[config.mk]
export PLATFORM = sky130hd
export DESIGN_NAME = mem_arbiter
export DESIGN_NICKNAME = d
export VERILOG_FILES = /design/src/rtl/mem_arbiter.sv
export SDC_FILE = /design/constraint.sdc
export NUM_CORES = 1
export LEC_CHECK = 0
export ABC_AREA = 1
export CORE_ASPECT_RATIO = 1.5
export CORE_MARGIN = 5
export CORE_UTILIZATION = 39
export CTS_CLUSTER_SIZE = 20
export DETAILED_ROUTE_END_ITERATION = 8
export PLACE_DENSITY = 0.77
export SLEW_MARGIN = 20
export SYNTH_ARGS = -nofsm -noshare
export SYNTH_HDL_FRONTEND = slang
export SYNTH_SLANG_ARGS = --single-unit
[constraint.sdc]
create_clock -name clk -period 1.1 [get_ports clk]
set_input_delay 0.33 -clock clk [delete_from_list [all_inputs] [get_ports clk]]
set_output_delay 0.33 -clock clk [all_outputs]
set_load 0.01 [all_outputs]
[src/rtl/mem_arbiter.sv]
// Two-port req/ack arbiter sharing one single-ported memory (IDLE -> ACCESS -> DONE).
// Define MEM_ARB_PRIORITY_EN for fixed priority to port 0; round-robin otherwise.
module mem_arbiter #(
  parameter int ADDR_W = 12,
  parameter int DATA_W = 16
) (
  input  logic              clk,
  input  logic              rst,
  input  logic              req0,
  input  logic              we0,
  input  logic [ADDR_W-1:0] addr0,
  input  logic [DATA_W-1:0] wdata0,
  output logic              ack0,
  output logic [DATA_W-1:0] rdata0,
  input  logic              req1,
  input  logic              we1,
  input  logic [ADDR_W-1:0] addr1,
  input  logic [DATA_W-1:0] wdata1,
  output logic              ack1,
  output logic [DATA_W-1:0] rdata1,
  output logic [ADDR_W-1:0] mem_address,
  output logic [DATA_W-1:0] mem_write_data,
  output logic              mem_read,
  output logic              mem_write,
  input  logic [DATA_W-1:0] mem_read_data,
  output logic              busy,
  output logic              grant_id
);

  typedef enum logic [1:0] {IDLE, ACCESS, DONE} state_t;

  state_t              state, state_nxt;
  logic                grant_valid;
  logic                winner;
  logic                last_grant;
  logic                we_l;
  logic [ADDR_W-1:0]   addr_l;
  logic [DATA_W-1:0]   wdata_l;

  // NOTE: state registers use non-blocking assignments so every flop samples pre-edge values.
  always_ff @(posedge clk or negedge rst) begin
    if (!rst) state <= IDLE;
    else      state <= state_nxt;
  end

  // NOTE: every output of this block is given a default first, so no path can infer a latch.
  always_comb begin
    state_nxt   = state;
    grant_valid = 1'b0;
    winner      = 1'b0;
    case (state)
      IDLE: begin
        if (req0 || req1) begin
          grant_valid = 1'b1;
          state_nxt   = ACCESS;
          if (req0 && req1) begin
`ifdef MEM_ARB_PRIORITY_EN
            winner = 1'b0;
`else
            winner = ~last_grant;
`endif
          end else begin
            winner = req1;
          end
        end
      end
      ACCESS:  state_nxt = DONE;
      DONE:    state_nxt = IDLE;
      default: state_nxt = IDLE;
    endcase
  end

  // Winner's request is frozen here so requester changes after the grant are ignored.
  always_ff @(posedge clk or negedge rst) begin
    if (!rst) begin
      we_l       <= 1'b0;
      addr_l     <= '0;
      wdata_l    <= '0;
      grant_id   <= 1'b0;
      last_grant <= 1'b1;
      rdata0     <= '0;
      rdata1     <= '0;
    end else begin
      if (grant_valid) begin
        we_l       <= winner ? we1    : we0;
        addr_l     <= winner ? addr1  : addr0;
        wdata_l    <= winner ? wdata1 : wdata0;
        grant_id   <= winner;
        last_grant <= winner;
      end
      if (state == ACCESS) begin
        if (grant_id) rdata1 <= we_l ? '0 : mem_read_data;
        else          rdata0 <= we_l ? '0 : mem_read_data;
      end
    end
  end

  // Memory strobes decode from the state register only; reset kills a write instantly.
  assign mem_address    = addr_l;
  assign mem_write_data = wdata_l;
  assign mem_read       = (state == ACCESS) && !we_l;
  assign mem_write      = (state == ACCESS) &&  we_l;
  assign ack0           = (state == DONE) && !grant_id;
  assign ack1           = (state == DONE) &&  grant_id;
  assign busy           = (state != IDLE);

endmodule

Word-level counts from Yosys, hierarchy flattened
Cells that the tools add are included.

Memories kept: 0. Output and inout bits: 66. Input port bits: 78. Word-level logic and storage cells: 36. Latch bits: 0. Bits in writable memories: 0. ROM bits: 0. Flip-flop bits (word level): 65.

Add/sub/neg operators: 0. Equal/unequal tests: 3. Bitwise logic cells: 2. Shifts and indexed selects: 0. Reductions and logical operators: 12. Magnitude comparators: 0. Multiplexer cells: 11. Div/mod/pow operators: 0. Multipliers: 0.

Operators with widths (number): $mux W16 (2); $mux W12 (1); $mux W1 (6); $logic_and A1 B1 Y1 (5); $pmux W2 S2 (1); $reduce_and A2 Y1 (2); $eq A2 B1 Y1 const B (1); $eq A2 B2 Y1 const B (1); $logic_not A1 Y1 (2); $logic_not A2 Y1 (1); $mux W2 (1); $ne A2 B2 Y1 const B (1); $not A1 Y1 (2); $reduce_bool A2 Y1 (1); $logic_or A1 B1 Y1 (1).

Logic depth before layout (Yosys ltp)
Depth in word-level cells: 5. Mapped depth: 8.

Worst setup path before layout
Ideal clock, no wire load.

Path type: flip-flop to output port. From: register grant_id. To: output ack1. Data required time: 0.770 ns. Arrival time: 1.093 ns. Setup slack: -0.323 ns. Cell stages (with the launch flop): 5. Cells stage by stage: dfrtp_1 > buf_2 > inv_2 > buf_2 > nor3_1.

Cells in the longest elaborated chain, start to end: 1.

Ends and longest elaborated chain: start, declared (RTL line 27) `output logic grant_id`; start signal, assigned (RTL line 88) `grant_id <= winner;`; $logic_and A1 B1 Y1 (RTL line 104) `assign ack1 = (state == DONE) && grant_id;`; end, declared (RTL line 19) `output logic ack1,`.

Every way passes these cells.

Worst setup path after layout
Same ends and word-level chain as after synthesis.

==> flow_summary.yaml <==
worst_setup_path:
  r2r-start: "state[1]$_DFFE_PN0P_"
  worstPathRequired_ns: 0.77
  cp-end-kind: "output pin"
  worst_path_dominant_cell_family: "flip-flops"
  path_cells: "buf_6, inv_6, nor3_4, buf_2"
  crit_path_max_fanout: 3
  crit_start: "grant_id$_DFFE_PN0P_"
  cp.arrival_ns: 1.16
  max_stage_delay_ns: 0.37
  path_buf_inv: 3
  cpMaxStageDelayCell: "dfrtp_2"
  critPathLaunchType: "flip-flop"
  crit_type: "reg2out"
clock_network:
  cts_tree: "built"
  cts_num_sinks: 65
  root_buffer: "clkbuf_16"
  clk_latency_ns: 0.32
  cts_buffers: 9
  clk_path_buf_depth: 2
  clk_pin_slew_ns: 0.05
  htree_levels: 3
global_routing:
  grt_overflow: 0
  antenna_found_initial: 0
  gr-usage-all-layers_pct: 18.6
  grt_max_degree: 34
  grt_pass1_vias: 3551
  grt_pass1_wl_um: 16300
power:
  ir_drop_uv: 1540
  power_mw: 16.9
  leakage_nw: 3.69
  cellPowerDensity_nw_per_um2: 2730
logic_synthesis:
  seq_area_frac_synth_pct: 47.0
  synth_cell_types: 16
  muxShareOfSynthArea_pct: 0
  synthXorXnorAreaFrac_pct: 0
  synthCells: 501
  synth_top_family_by_area: "simple AND/OR/NAND/NOR gates"
  syn_area_per_cell_um2: 6.92
  yosys_register_bits: 65
  synth-compound-area-share_pct: 4.77
  synth_fp_nets: 579
  synth_simple_gate_area_share_pct: 31.2
  synthAdderAreaFrac_pct: 0
  ys_warn_count: 0
  syn_area_um2: 3470
finish:
  instances_no_fill: 823
  antenna_cells: 0
  seq_area_um2: 1630
  layout_common_cells: "137 x nand2_1, 96 x inv_1, 76 x clkdlybuf4s50_1"
  final_common_cell: "nand2_1"
  syn2layout_area_growth_pct: 78.7
  multi_input_area_um2: 1630
  drive_gt1_share_pct: 38.0
  fin_util_pct: 70.6
  num-fill-cells: 623
  nets: 786
floorplan:
  core_area_um2: 8780
  start_util_pct: 39.5
  ioPinCount: 144
  num_rows: 42
  chipHeight_um: 125
  dieArea_um2: 10900
  die_x_um: 87.0
timing:
  slew_headroom_pct: 74.9
  setup_ws_ns: -0.389
  skew_ns: 0.00532
  max_freq_ghz: 0.672
  min_period_ns: 1.49
  grt_setup_unrepaired: "yes"
  hold_viol: 0
  whs_ns: 0.451
  timing.final.max_slew_violations: 0
  period_share_pct: 135
  worstMarginPinSlew_ns: 0.375
  setup_viol: 130
placed_design:
  post-dp-hpwl_um: 7440
  dp_slack_ns: -0.554
  post-place-cells: 750
  numPortBuffers: 143
  gp_congestion: 0.782
detailed_routing:
  viasPerCell: 4.72
  antenna_left: 0
  drcViolationCount: 0
  drtIter0Drc: 112
  wl_per_cell_um: 14.9
  wl_um: 12300
  firstDrtPassIters: 4
  num_vias: 3883
worst_hold_path:
  hold_class: "in2async"
outcome:
  status: "finished, violations left"
  violations: "negative setup slack"
run:
  maxCapViolCount: 0
-- layer usage --
layer / global-route usage (%) / share of wire, %
met4: 8.44 / 3.4
met3: 3.09 / 5.6
met2: 33.3 / 56
met5: 0 / 0
met1: 21.0 / 35
-- per-stage QoR --
step,setup TNS [ns],area (um2)
global placement,-32.59,5130
floorplan,-1.92,3540
finish,-21.98,6190
detailed placement,-36.64,5130
CTS,-19.38,5390
global route,-27.80,6190
-- Yosys cell counts --
cell type  instances  share of area (%)
nand2_1          212                 23
inv_1            105                 11
dfrtp_1           64                 46
o21ai_0           33                4.8
nand3_1           30                4.3
nor2_1            20                2.2
buf_6              8                2.6
buf_2              7                1.0
buf_4              5                1.1
clkbuf_1           5               0.54
inv_2              4               0.43
nor2_4             3               0.97
nor3_1             2               0.29
dfstp_2            1               0.76
nand2_2            1               0.18
nand2_4            1               0.32
-- final cells by class --
type / count / share of cell area, %
repair buffers: 221 / 33.9
flip-flops and latches: 65 / 26.3
multi-input cells: 302 / 26.2
inverters: 109 / 6.81
clock buffers: 13 / 4.20
well taps: 110 / 2.22
clock inverters: 3 / 0.242
-- final timing paths --
path | slack [ns] | cells after the start | to
setup / recovery | -0.39 | 4 | ack1
hold / removal | 0.45 | 2 | mem_address[4]$_DFFE_PN0P_
setup reg to reg | -0.38 | 11 | we_l$_DFFE_PN0P_
hold reg to reg | 0.47 | 2 | mem_write_data[0]$_DFFE_PN0P_
max in group asynchronous | 0.18 | 3 | mem_write_data[2]$_DFFE_PN0P_
min in group clk | 0.47 | 2 | mem_write_data[0]$_DFFE_PN0P_
-- power breakdown --
| part | leakage [nW] | switching [mW] | internal (mW) |
|---|---|---|---|
| registers | 0.811 | 0.754 | 3.52 |
| clock network | 0.139 | 0.967 | 1.64 |
| logic | 2.74 | 5.13 | 4.88 |
| total | 3.69 | 6.85 | 10.0 |
-- sequential cells by signal (all words and copies together), names as in the netlist --
name / count
grant_id: 1
last_grant: 1
mem_address: 12
mem_write_data: 16
rdata0: 16
rdata1: 16
state: 2
we_l: 1
-- kinds of logic after synthesis --
logic type	after synthesis
buffers and inverters	134
and+or+nand+nor	269
DFF	65
AOI/OAI and AO/OA	33
-- repair_timing --
action,CTS,global route
pin swaps,3,32
gates resized for setup,314,136
setup buffers,18,30
endpoints found under the hold margin,6,0
cloned,1,9
hold buffers,1,0
endpoints found under the setup margin,130,130
Note: power is estimated with default switching activity, not from simulation.
